===== config.mk =====
export PLATFORM = sky130hd
export DESIGN_NAME = serial_adder
export DESIGN_NICKNAME = d
export VERILOG_FILES = /design/src/rtl/serial_adder.sv
export SDC_FILE = /design/constraint.sdc
export NUM_CORES = 1
export LEC_CHECK = 0
export CAP_MARGIN = 20
export CORE_ASPECT_RATIO = 0.5
export CORE_MARGIN = 2
export CORE_UTILIZATION = 40
export CTS_CLUSTER_DIAMETER = 50
export DETAILED_ROUTE_END_ITERATION = 10
export GPL_ROUTABILITY_DRIVEN = 0
export MAX_ROUTING_LAYER = met4
export PLACE_DENSITY = 0.62
export RECOVER_POWER = 100
export SYNTH_ARGS = -nofsm -noshare
export SYNTH_HDL_FRONTEND = slang
export SYNTH_SLANG_ARGS = --single-unit

===== constraint.sdc =====
create_clock -name clk -period 4.3 [get_ports clk]
set_clock_uncertainty 0.15 [all_clocks]
set_input_delay 0.86 -clock clk [delete_from_list [all_inputs] [get_ports clk]]
set_output_delay 0.86 -clock clk [all_outputs]
set_load 0.05 [all_outputs]

===== src/rtl/serial_adder.sv =====
// rtl/serial_adder.sv - multi-cycle ripple adder, BITS_PER_CYCLE slices per clock
//
// Computes {cout, sum} = a + b + cin over N = WIDTH/BITS_PER_CYCLE cycles.
// Operands are captured on an accepted start, then consumed LSB-first by a
// chain of full-adder slices. The carry between cycles lives in a register.
//
// Ports:
//   clk    in   rising-edge clock
//   rst    in   asynchronous active-high reset
//   start  in   request; honoured only in IDLE or DONE
//   a, b   in   WIDTH-bit operands, captured on accepted start
//   cin    in   carry-in, captured on accepted start
//   busy   out  high while the addition runs
//   done   out  one-cycle pulse when sum/cout have just been updated
//   sum    out  WIDTH-bit registered result, held until next completion
//   cout   out  registered carry-out, held until next completion
//   ovf    out  two's-complement overflow (only with SERIAL_ADDER_OVF_EN)
//
// Optional feature macro: SERIAL_ADDER_OVF_EN adds the ovf output.

module serial_adder #(
  parameter int WIDTH          = 8,
  parameter int BITS_PER_CYCLE = 1
) (
  input  logic             clk,
  input  logic             rst,
  input  logic             start,
  input  logic [WIDTH-1:0] a,
  input  logic [WIDTH-1:0] b,
  input  logic             cin,
  output logic             busy,
  output logic             done,
  output logic [WIDTH-1:0] sum,
  output logic             cout
`ifdef SERIAL_ADDER_OVF_EN
  ,
  output logic             ovf
`endif
);

  localparam int N  = (BITS_PER_CYCLE >= 1) ? (WIDTH / BITS_PER_CYCLE) : 1;
  localparam int CW = (N > 1) ? $clog2(N) : 1;

`ifndef SYNTHESIS
  initial begin
    if (BITS_PER_CYCLE < 1 || (WIDTH % BITS_PER_CYCLE) != 0) begin
      $error("serial_adder: illegal parameters WIDTH=%0d BITS_PER_CYCLE=%0d",
             WIDTH, BITS_PER_CYCLE);
      $finish;
    end
  end
`endif

  typedef enum logic [1:0] {
    IDLE = 2'd0,
    RUN  = 2'd1,
    DONE = 2'd2
  } state_t;

  state_t                    state;
  logic [WIDTH-1:0]          a_sh;
  logic [WIDTH-1:0]          b_sh;
  logic [WIDTH-1:0]          res_sh;
  logic                      carry;
  logic [CW-1:0]             cnt;

  logic [BITS_PER_CYCLE-1:0] slice_sum;
  logic                      slice_cout;
  logic                      slice_cin_msb;
  logic [WIDTH-1:0]          res_next;
  logic                      last;

  // Ripple across the slices for this cycle. slice_cin_msb is the carry into
  // the top slice; on the final cycle that is the carry into the word MSB.
  always_comb begin
    logic cc;
    cc            = carry;
    slice_sum     = '0;
    slice_cin_msb = 1'b0;
    for (int i = 0; i < BITS_PER_CYCLE; i++) begin
      slice_cin_msb = cc;
      slice_sum[i]  = a_sh[i] ^ b_sh[i] ^ cc;
      cc            = (a_sh[i] & b_sh[i]) | (cc & (a_sh[i] ^ b_sh[i]));
    end
    slice_cout = cc;
  end

  // Slice result enters at the MSB end, so after N cycles the first slice
  // has reached bit 0. When BITS_PER_CYCLE == WIDTH the shift-out term is 0.
  assign res_next = (res_sh >> BITS_PER_CYCLE)
                  | (WIDTH'(slice_sum) << (WIDTH - BITS_PER_CYCLE));
  assign last     = (cnt == CW'(N - 1));

  always_ff @(posedge clk or posedge rst) begin
    if (rst) begin
      state  <= IDLE;
      a_sh   <= '0;
      b_sh   <= '0;
      res_sh <= '0;
      carry  <= 1'b0;
      cnt    <= '0;
      busy   <= 1'b0;
      done   <= 1'b0;
      sum    <= '0;
      cout   <= 1'b0;
`ifdef SERIAL_ADDER_OVF_EN
      ovf    <= 1'b0;
`endif
    end else begin
      done <= 1'b0;
      case (state)
        IDLE, DONE: begin
          if (start) begin
            a_sh   <= a;
            b_sh   <= b;
            carry  <= cin;
            res_sh <= '0;
            cnt    <= '0;
            busy   <= 1'b1;
            state  <= RUN;
          end else begin
            busy  <= 1'b0;
            state <= IDLE;
          end
        end

        RUN: begin
          // start is deliberately not looked at here.
          a_sh   <= a_sh >> BITS_PER_CYCLE;
          b_sh   <= b_sh >> BITS_PER_CYCLE;
          res_sh <= res_next;
          carry  <= slice_cout;
          cnt    <= cnt + CW'(1);
          if (last) begin
            sum   <= res_next;
            cout  <= slice_cout;
`ifdef SERIAL_ADDER_OVF_EN
            ovf   <= slice_cin_msb ^ slice_cout;
`endif
            busy  <= 1'b0;
            done  <= 1'b1;
            state <= DONE;
          end
        end

        default: begin
          busy  <= 1'b0;
          state <= IDLE;
        end
      endcase
    end
  end

`ifndef SERIAL_ADDER_OVF_EN
  // Carry into the MSB only feeds the overflow output.
  logic unused_cin_msb;
  assign unused_cin_msb = slice_cin_msb;
`endif

endmodule


After elaboration in Yosys (flattened, before gate mapping)
Cells that the tools add are included.
{ "op_classes": {"addsub": 1, "n_eq_ne": 5, "mux": 18, "bitwise": 6, "n_reduce_logical": 5} }
{ "ops": {"columns": ["cell", "count"], "rows": [
  ["8-bit one-hot mux with 2 select lines", 3],
  ["8-bit two-way mux", 3],
  ["7-bit by 8-bit bitwise OR with 8-bit output", 1],
  ["1-bit two-way mux", 6],
  ["3-bit one-hot mux with 2 select lines", 1],
  ["2-bit != test (second input constant)", 2],
  ["1-bit one-hot mux with 2 select lines", 2],
  ["2-bit one-hot mux with 2 select lines", 1],
  ["2-bit AND reduction", 2],
  ["3-bit by 1-bit adder with 3-bit output (second input constant)", 1],
  ["3-bit == test (second input constant)", 1],
  ["3-bit two-way mux", 1],
  ["1-bit bitwise AND", 2],
  ["2-bit by 1-bit == test with 1-bit output (second input constant)", 1],
  ["2-bit == test (second input constant)", 1],
  ["2-bit zero test", 1],
  ["2-bit two-way mux", 1],
  ["2-bit nonzero test", 1],
  ["2-bit OR reduction", 1],
  ["1-bit bitwise XOR", 2],
  ["1-bit bitwise OR", 1]
]} }
{ "word_totals": {"ff_bits": 41, "in_bits": 20, "out_inout_bits": 11} }

Depth between registers and ports, before layout
Gate-level depths: netlist (run 1).
{ "depth": {"ltp_word": 4, "depth_mapped": 5, "ltp_nobuf": 5} }

Worst setup path before layout (run 1)
Ideal clock, no wire load.
{ "synth_timing": {"path_type": "input to register", "startpoint": "in start", "endpoint": "reg b_sh[7]", "setup_ns": 0.121, "arrival_time_ns": 1.366, "path_slack_ns": 2.663, "cell_stages": 3, "path_buffers": 1, "path_cell_list": "nor2b_1 buf_2 a22o_1"} }
{ "synth_between": {"elab_chain_cells": 2} }
{ "synth_lines": {"columns": ["element", "line", "text"], "rows": [
  ["start, declared", "27", "input logic start,"],
  ["2-bit != test (no line)", null, null],
  ["2-bit AND reduction (no line)", null, null],
  ["end signal, assigned", "130", "b_sh <= b_sh >> BITS_PER_CYCLE;"],
  ["end, declared", "62", "logic [WIDTH-1:0] b_sh;"]
]} }
No other way between the ends.
A chain may end at the register's enable or synchronous reset.

Worst setup path in the final report (run 1)
{ "layout_timing": {"startpoint": "reg state[0]", "endpoint": "reg sum[7]"} }
{ "layout_between": {"elab_chain_cells": 2} }
{ "layout_lines": {"columns": ["element", "line", "text"], "rows": [
  ["start, declared", "60", "state_t state;"],
  ["start signal, assigned", "96", "state <= IDLE;"],
  ["start signal, assigned", "120", "state <= RUN;"],
  ["start signal, assigned", "123", "state <= IDLE;"],
  ["2-bit by 1-bit == test with 1-bit output", "111", "case (state)"],
  ["2-bit AND reduction (no line)", null, null],
  ["end signal, assigned", "135", "sum <= res_next;"],
  ["end, declared", "33", "output logic [WIDTH-1:0] sum,"]
]} }
No other way between the ends.

==> results.cfg, run 1 <==
[floorplanning]
io_pins = 31
fp.dieH_um = 51.3
die_area_um2 = 5060
coreArea_um2 = 4360
row_count = 17
die_w_um = 98.7
start_util = 0.411

[layout]
fill_cells = 398
area_growth_pct = 22.8
n_antenna_cell = 0
multiInputGateArea_um2 = 703
seq_area_um2 = 1000
fin_nets = 203
drive_gt1_frac = 0.133

[clocking]
clockBufferDepth = 2
root_buffer = clkbuf_8
tritoncts = yes
clk_pin_slew_ps = 70
clock-sinks = 40
cts.htree.levels = 2
cts_setup_buffers = 0
cts_resized = 0
clk_latency_ps = 290
cts-buffers-inserted = 5
hold_buffers = 0

[synth]
syn_nets = 174
yosysWarnings = 0
synthTopCellsByArea = dfrtp_1, mux2_2, a22o_1
synth.largest_area_cell = dfrtp_1
synthesis.area_um2 = 1790
synth-seq-area-share = 0.559
synth_seq_cells = 40
netlist.area_leader.share = 0.559
ys_types = 26
syn_inst = 151
avgSynthCellArea_um2 = 11.9

[power]
power_mw = 1.63
vdd_drop_max_mv = 0.253
p_leak_nw = 0.952
power_density_nw_per_um2 = 741

[drt]
ant_nets = 0
wl_per_cell_um = 13.8
drt_iter0_drc = 41
drc_errors = 0
totalWireLength_mm = 3.29
drt_first_pass_iters = 4
avgViaCountPerCell = 5.14
via_count = 1224

[worst_setup_path]
worstSetupPathType = flip-flop to flip-flop
critical-path-top-delay-family = simple AND/OR/NAND/NOR gates
end_kind = flip-flop
ff2ff_path_depth = 4
crit_buf_inv = 1
worstPathArrival_ps = 3030
reg2reg_slack_ps = 1300
cp.required_ps = 4320
regToRegEndpoint = sum[7]
start_kind = flip-flop
cp_slowest_cell = dfrtp_1
rr_startpoint = state[0]
path_cells = nor2b_1 -> nand2_1 -> clkinvlp_2 -> mux2_2
path_max_fanout = 27
cpPeakStageDelay_ps = 850

[global_routing]
grt_pass1_vias = 1212
grt-ovfl-total = 0
grt_max_degree = 41
grt_pass1_wl_mm = 5.55
grtUsageTotal = 0.146
antenna_found_initial = 0

[placement]
hpwl_mm = 2.23
portBuffers = 30

[timing]
fin_tns_setup_ps = 0
worst_pin_slew_ps = 894
finalHoldViolations = 0
min_period_ps = 3000
finalSetupViolCount = 0
slew_headroom = 0.403
drv_slew = 0
rsz0062_at_grt = false
min_period_over_period = 0.699
fmax_ghz = 0.333

[worst_hold_path]
hold_class = flip-flop to flip-flop
hold_depth = 1
holdCritStartpoint = sum[4]
min_to = sum[4]

[job]
max-cap-violations = 0

[status]
outcome = finished, final reports clean
## how the worst max path moves through the flow
stage,startpoint,end,cells after the start,slack [ps]
after floorplan,rst,a_sh[0],1,2370
after global placement,start,b_sh[7],5,1620
after detailed placement,start,a_sh[7],5,1550
after CTS,busy,busy,1,1830
after global routing,state[0],sum[7],4,970
final,state[0],sum[7],4,1300
## flip-flops by register name, summed over array words and instances, names as in the netlist
register	count
a_sh	8
state	2
busy	1
cnt	3
res_sh	7
done	1
b_sh	8
sum	8
cout	1
carry	1
## synthesized netlist by cell type
| cell | instances |
|---|---|
| nor2b_1 | 7 |
| mux2_1 | 2 |
| ha_1 | 2 |
| a22o_1 | 9 |
| nor2_1 | 11 |
| nand2b_1 | 5 |
| dfrtp_1 | 40 |
| mux2_2 | 13 |
| a211oi_1 | 6 |
| buf_4 | 1 |
| xnor2_1 | 1 |
| buf_2 | 5 |
| nor3_1 | 9 |
| a21oi_1 | 6 |
| nand2_1 | 3 |
| o22ai_1 | 9 |
| clkbuf_1 | 3 |
| nor2b_4 | 1 |
| inv_4 | 1 |
| o31ai_1 | 1 |
| mux2i_1 | 6 |
| nand2_4 | 1 |
| inv_1 | 3 |
| o21ai_0 | 4 |
| fa_1 | 1 |
| buf_6 | 1 |
## per-stage QoR
stage / hold slack [ps] / area (um^2) / std cells / setup slack [ps] / util
after floorplan: 317 / 1790 / 151 / 2370 / -
after global placement: 317 / 2120 / 230 / 1620 / 0.487
after detailed placement: 339 / 2120 / 230 / 1550 / 0.487
after CTS: 360 / 2220 / 238 / 1830 / 0.508
after global routing: 373 / 2200 / 238 / 967 / 0.504
final: 353 / 2200 / 238 / 1300 / 0.504
## routing by layer
metal	wire, um	up-vias	part of all wire	global-route usage
li1	-	595	-	-
met1	1670	603	0.51	0.192
met2	1460	18	0.44	0.219
met3	108	8	0.033	0.0424
met4	51	0	0.016	0.0548
met5	0	-	0	-
## worst reg2reg max path, stage by stage, from the launching register on
cell and delay, ps:
dfrtp_1 850, nor2b_1 800, nand2_1 380, clkinvlp_2 340, mux2_2 370
## area by class of cell
cell class | count | share of cell area
Clock inverter | 2 | 0.00455
Multi-Input combinational cell | 97 | 0.320
Tap cell | 57 | 0.0324
Inverter | 4 | 0.00739
Timing Repair Buffer | 32 | 0.143
Clock buffer | 6 | 0.0375
Sequential cell | 40 | 0.455
## cell usage in the layout (no fill, tap or decap), types with 5 or more instances in the layout
cell	count
mux2i_1	6
nand2b_1	5
a22o_1	9
nor2_1	11
nor3_1	9
dlygate4sd3_1	13
dfrtp_1	40
nor2b_1	8
clkbuf_8	6
mux2_2	13
a211oi_1	6
o22ai_1	9
clkdlybuf4s50_1	17
a21oi_1	6
## cells by family after synthesis
logic type	after synthesis	share of synthesized area
fa+ha+maj	3	0.0251
buf+inv	14	0.0405
compound gates	35	0.133
flops	40	0.559
mux	21	0.128
simple gates	37	0.110
xor+xnor	1	0.00489
## power by group
group	internal, mW	total, mW	switching [mW]
Clock	0.128	0.253	0.125
Sequential	0.550	0.694	0.145
Combinational	0.308	0.684	0.375
(Power assumes the default switching activity.)
==> run 2: changes to the inputs <==
PLACE_DENSITY = 0.65   (was 0.62)
clock period = 2.7 ns   (was 4.3 ns; I/O delays follow)
==> results.cfg, run 2 (same netlist as run 1, synthesis figures left out) <==
[worst_setup_path]
cp_slowest_cell = dlygate4sd3_1
end_kind = output port
path_cells = dlygate4sd3_1
crit_buf_inv = 1
cp.required_ps = 2010
start_kind = flip-flop
worstSetupPathType = flip-flop to output port
critical-path-top-delay-family = buffers and inverters
worstPathArrival_ps = 1520
path_max_fanout = 2
cpPeakStageDelay_ps = 870

[timing]
rsz0062_at_grt = false
min_period_over_period = 0.819
fin_tns_setup_ps = 0
slew_headroom = 0.363
worst_pin_slew_ps = 955
min_period_ps = 2210
drv_slew = 0
fmax_ghz = 0.452
finalHoldViolations = 0
finalSetupViolCount = 0

[job]
max-cap-violations = 0

[clocking]
clock-sinks = 40
cts_resized = 0
cts-buffers-inserted = 5
clk_pin_slew_ps = 70
cts_setup_buffers = 0
root_buffer = clkbuf_8
cts.htree.levels = 2
clk_latency_ps = 290
clockBufferDepth = 2
hold_buffers = 0
tritoncts = yes

[layout]
postLayoutCellArea_um2 = 2220
fin_nets = 206
drive_gt1_frac = 0.141
top_regs = a_sh (8), b_sh (8), sum (8)
n_antenna_cell = 0
area_growth_pct = 23.9
layout_common_cells = dfrtp_1, clkdlybuf4s50_1, mux2_2, dlygate4sd3_1, nor2_1
fin_cells = 241
final_common_cell = dfrtp_1

[global_routing]
grtUsageTotal = 0.160
grt-ovfl-total = 0
grt_pass1_wl_mm = 5.97
antenna_found_initial = 0
grt_max_degree = 41
grt_pass1_vias = 1202

[floorplanning]
coreArea_um2 = 4360
die_w_um = 98.7
start_util = 0.411
io_pins = 31
die_area_um2 = 5060
row_count = 17
fp.dieH_um = 51.3

[power]
vdd_drop_max_mv = 0.397
p_leak_nw = 0.966
power_density_nw_per_um2 = 1190
power_mw = 2.63

[drt]
ant_nets = 0
top_layer_used = met4
drt_iter0_drc = 43
avgViaCountPerCell = 5.21
wl_per_cell_um = 13.9
drc_errors = 0
totalWireLength_mm = 3.35
via_count = 1256
wl_met1_mm = 1.64
wl_met2_mm = 1.53
drt_first_pass_iters = 4
wl_met3_um = 124

[placement]
placed_area_um2 = 2150
hpwl_mm = 2.31
portBuffers = 30
place_inst = 233

[status]
outcome = finished, final reports clean

[worst_hold_path]
hold_class = flip-flop to flip-flop
run 2: power by group:
| part | internal, mW | switching, mW | total, mW |
|---|---|---|---|
| sequential | 0.876 | 0.176 | 1.05 |
| clock | 0.204 | 0.201 | 0.405 |
| combinational | 0.511 | 0.666 | 1.18 |
run 2: metrics by stage:
step                      setup WS, ps   util  hold slack (ps)
after global placement             682  0.492              317
after CTS                          538  0.513              345
after detailed placement           646  0.492              327
final                              488  0.509              332
after global routing               332  0.509              361
after floorplan                   1090      -              317
run 2: cell type report:
type | instances | area (um^2)
Tap cell | 57 | 71.3
Timing Repair Buffer | 35 | 328
Multi-Input combinational cell | 97 | 711
Inverter | 4 | 16.3
Sequential cell | 40 | 1000
Clock inverter | 2 | 10.0
Clock buffer | 6 | 82.6
Fill cell | 385 | 2140
run 2: worst paths after layout:
kind                        start       end  slack, ps  cells past startpoint
max                          busy      busy        490                      1
min                        sum[2]    sum[2]        330                      1
max reg2reg                cnt[0]      cout        500                      5
min reg2reg                sum[2]    sum[2]        330                      1
max in group asynchronous     rst  state[1]        990                      3
min in group asynchronous     rst   a_sh[0]        830                      3
run 2: metal layers:
| layer | vias up | GRT usage |
|---|---|---|
| li1 | 603 | - |
| met1 | 624 | 0.216 |
| met2 | 23 | 0.231 |
| met3 | 6 | 0.0410 |
| met4 | 0 | 0.0685 |
| met5 | - | - |
==> run 3: changes to the inputs <==
PLACE_DENSITY = 0.62   (was 0.65)
clock period = 2.2 ns   (was 2.7 ns; I/O delays follow)
==> results.cfg, run 3 (same netlist as run 1, synthesis figures left out) <==
[power]
p_leak_nw = 0.961
vdd_drop_max_mv = 0.578
power_density_nw_per_um2 = 1440

[drt]
wl_per_cell_um = 14.1
totalWireLength_mm = 3.36
drc_errors = 0
drt_first_pass_iters = 4
via_count = 1235
avgViaCountPerCell = 5.17
drt_iter0_drc = 26
ant_nets = 0

[floorplanning]
coreArea_um2 = 4360
fp.dieH_um = 51.3
row_count = 17
die_w_um = 98.7
io_pins = 31
die_area_um2 = 5060
start_util = 0.411

[clocking]
hold_buffers = 0
cts.htree.levels = 2
clockBufferDepth = 2
cts_setup_buffers = 0
cts_resized = 0
root_buffer = clkbuf_8
clk_latency_ps = 280
cts-buffers-inserted = 5
clock-sinks = 40
clk_pin_slew_ps = 70
tritoncts = yes

[placement]
placed_area_um2 = 2150
hpwl_mm = 2.32
portBuffers = 30
post-place-ws_ps = 314

[worst_setup_path]
crit_start = busy
critical-path-top-delay-family = buffers and inverters
cp.required_ps = 1610
worstSetupPathType = flip-flop to output port
worstPathArrival_ps = 1500
path_max_fanout = 2
path_cells = dlygate4sd3_1
regToRegEndpoint = cnt[1]
rr_startpoint = state[1]
cpPeakStageDelay_ps = 870
start_kind = flip-flop
crit_buf_inv = 1
end_kind = output port
cp_slowest_cell = dlygate4sd3_1
ff2ff_path_depth = 3
reg2reg_slack_ps = 290

[worst_hold_path]
min_to = sum[2]
hold_depth = 1
hold_class = flip-flop to flip-flop
holdCritStartpoint = sum[2]

[global_routing]
antenna_found_initial = 0
grtUsageTotal = 0.157
grt_pass1_wl_mm = 5.91
grt-ovfl-total = 0
grt_pass1_vias = 1247
grt_max_degree = 41

[timing]
min_period_over_period = 0.950
rsz0062_at_grt = false
slew_headroom = 0.337
min_period_ps = 2090
fmax_ghz = 0.478
finalSetupViolCount = 0
finalHoldViolations = 0
fin_tns_setup_ps = 0
worst_pin_slew_ps = 995
drv_slew = 0
setup_ws_ps = 109

[job]
max-cap-violations = 0

[layout]
fin_nets = 207
top_regs = a_sh (8), b_sh (8), sum (8)
final_core_util = 0.505
layout_common_cells = dfrtp_1, clkdlybuf4s50_1, mux2_2, nor2_1, dlygate4sd3_1
drive_gt1_frac = 0.132
area_growth_pct = 22.9
n_antenna_cell = 0
postLayoutCellArea_um2 = 2200
final_common_cell = dfrtp_1

[status]
outcome = finished, final reports clean
-- run 3: changes by cell type in the layout (fill, tap and decap cells not counted) --
cell             change
clkbuf_2             +1
clkbuf_8             -1
clkdlybuf4s50_1      +2
clkinv_2             -2
clkinvlp_2           -1
dlygate4sd3_1        -2
inv_4                +1
-- run 3: cell type report --
cell class,instances,area (um^2)
fillers,394,2160
flip-flops and latches,40,1000
multi-input cells,97,711
repair buffers,36,333
well taps,57,71.3
clock buffers,5,68.8
inverters,4,17.5
-- run 3: how the worst max path moves through the flow --
| stage | to | slack (ps) | depth (start not counted) |
|---|---|---|---|
| 2_1_floorplan | cout | 680 | 5 |
| 3_3_place_gp | a_sh[7] | 340 | 4 |
| 3_5_place_dp | b_sh[2] | 310 | 5 |
| 4_1_cts | busy | 150 | 1 |
| 5_1_grt | sum[4] | 60 | 1 |
| 6_report | busy | 110 | 1 |
-- run 3: per-stage QoR --
| stage | power, mW | hold slack, ps | cells |
|---|---|---|---|
| floorplan | 2.40 | 317 | 151 |
| global placement | 2.77 | 317 | 234 |
| detailed placement | 2.82 | 330 | 234 |
| CTS | 3.26 | 347 | 239 |
| global route | 3.43 | 364 | 239 |
| finish | 3.18 | 334 | 239 |
-- run 3: where the power goes --
group / switching [mW] / leakage, nW / internal, mW
Clock: 0.225 / 0.0359 / 0.204
Combinational: 0.812 / 0.429 / 0.637
Sequential: 0.221 / 0.495 / 1.08
Total: 1.26 / 0.961 / 1.92
-- run 3: routing by layer --
metal  track usage  vias up  wire length (um)
met3        0.0479        2               112
met4        0.0594        0                28
met2         0.232       18              1500
li1              -      605                 -
met1         0.206      610              1720
met5             -        -                 0
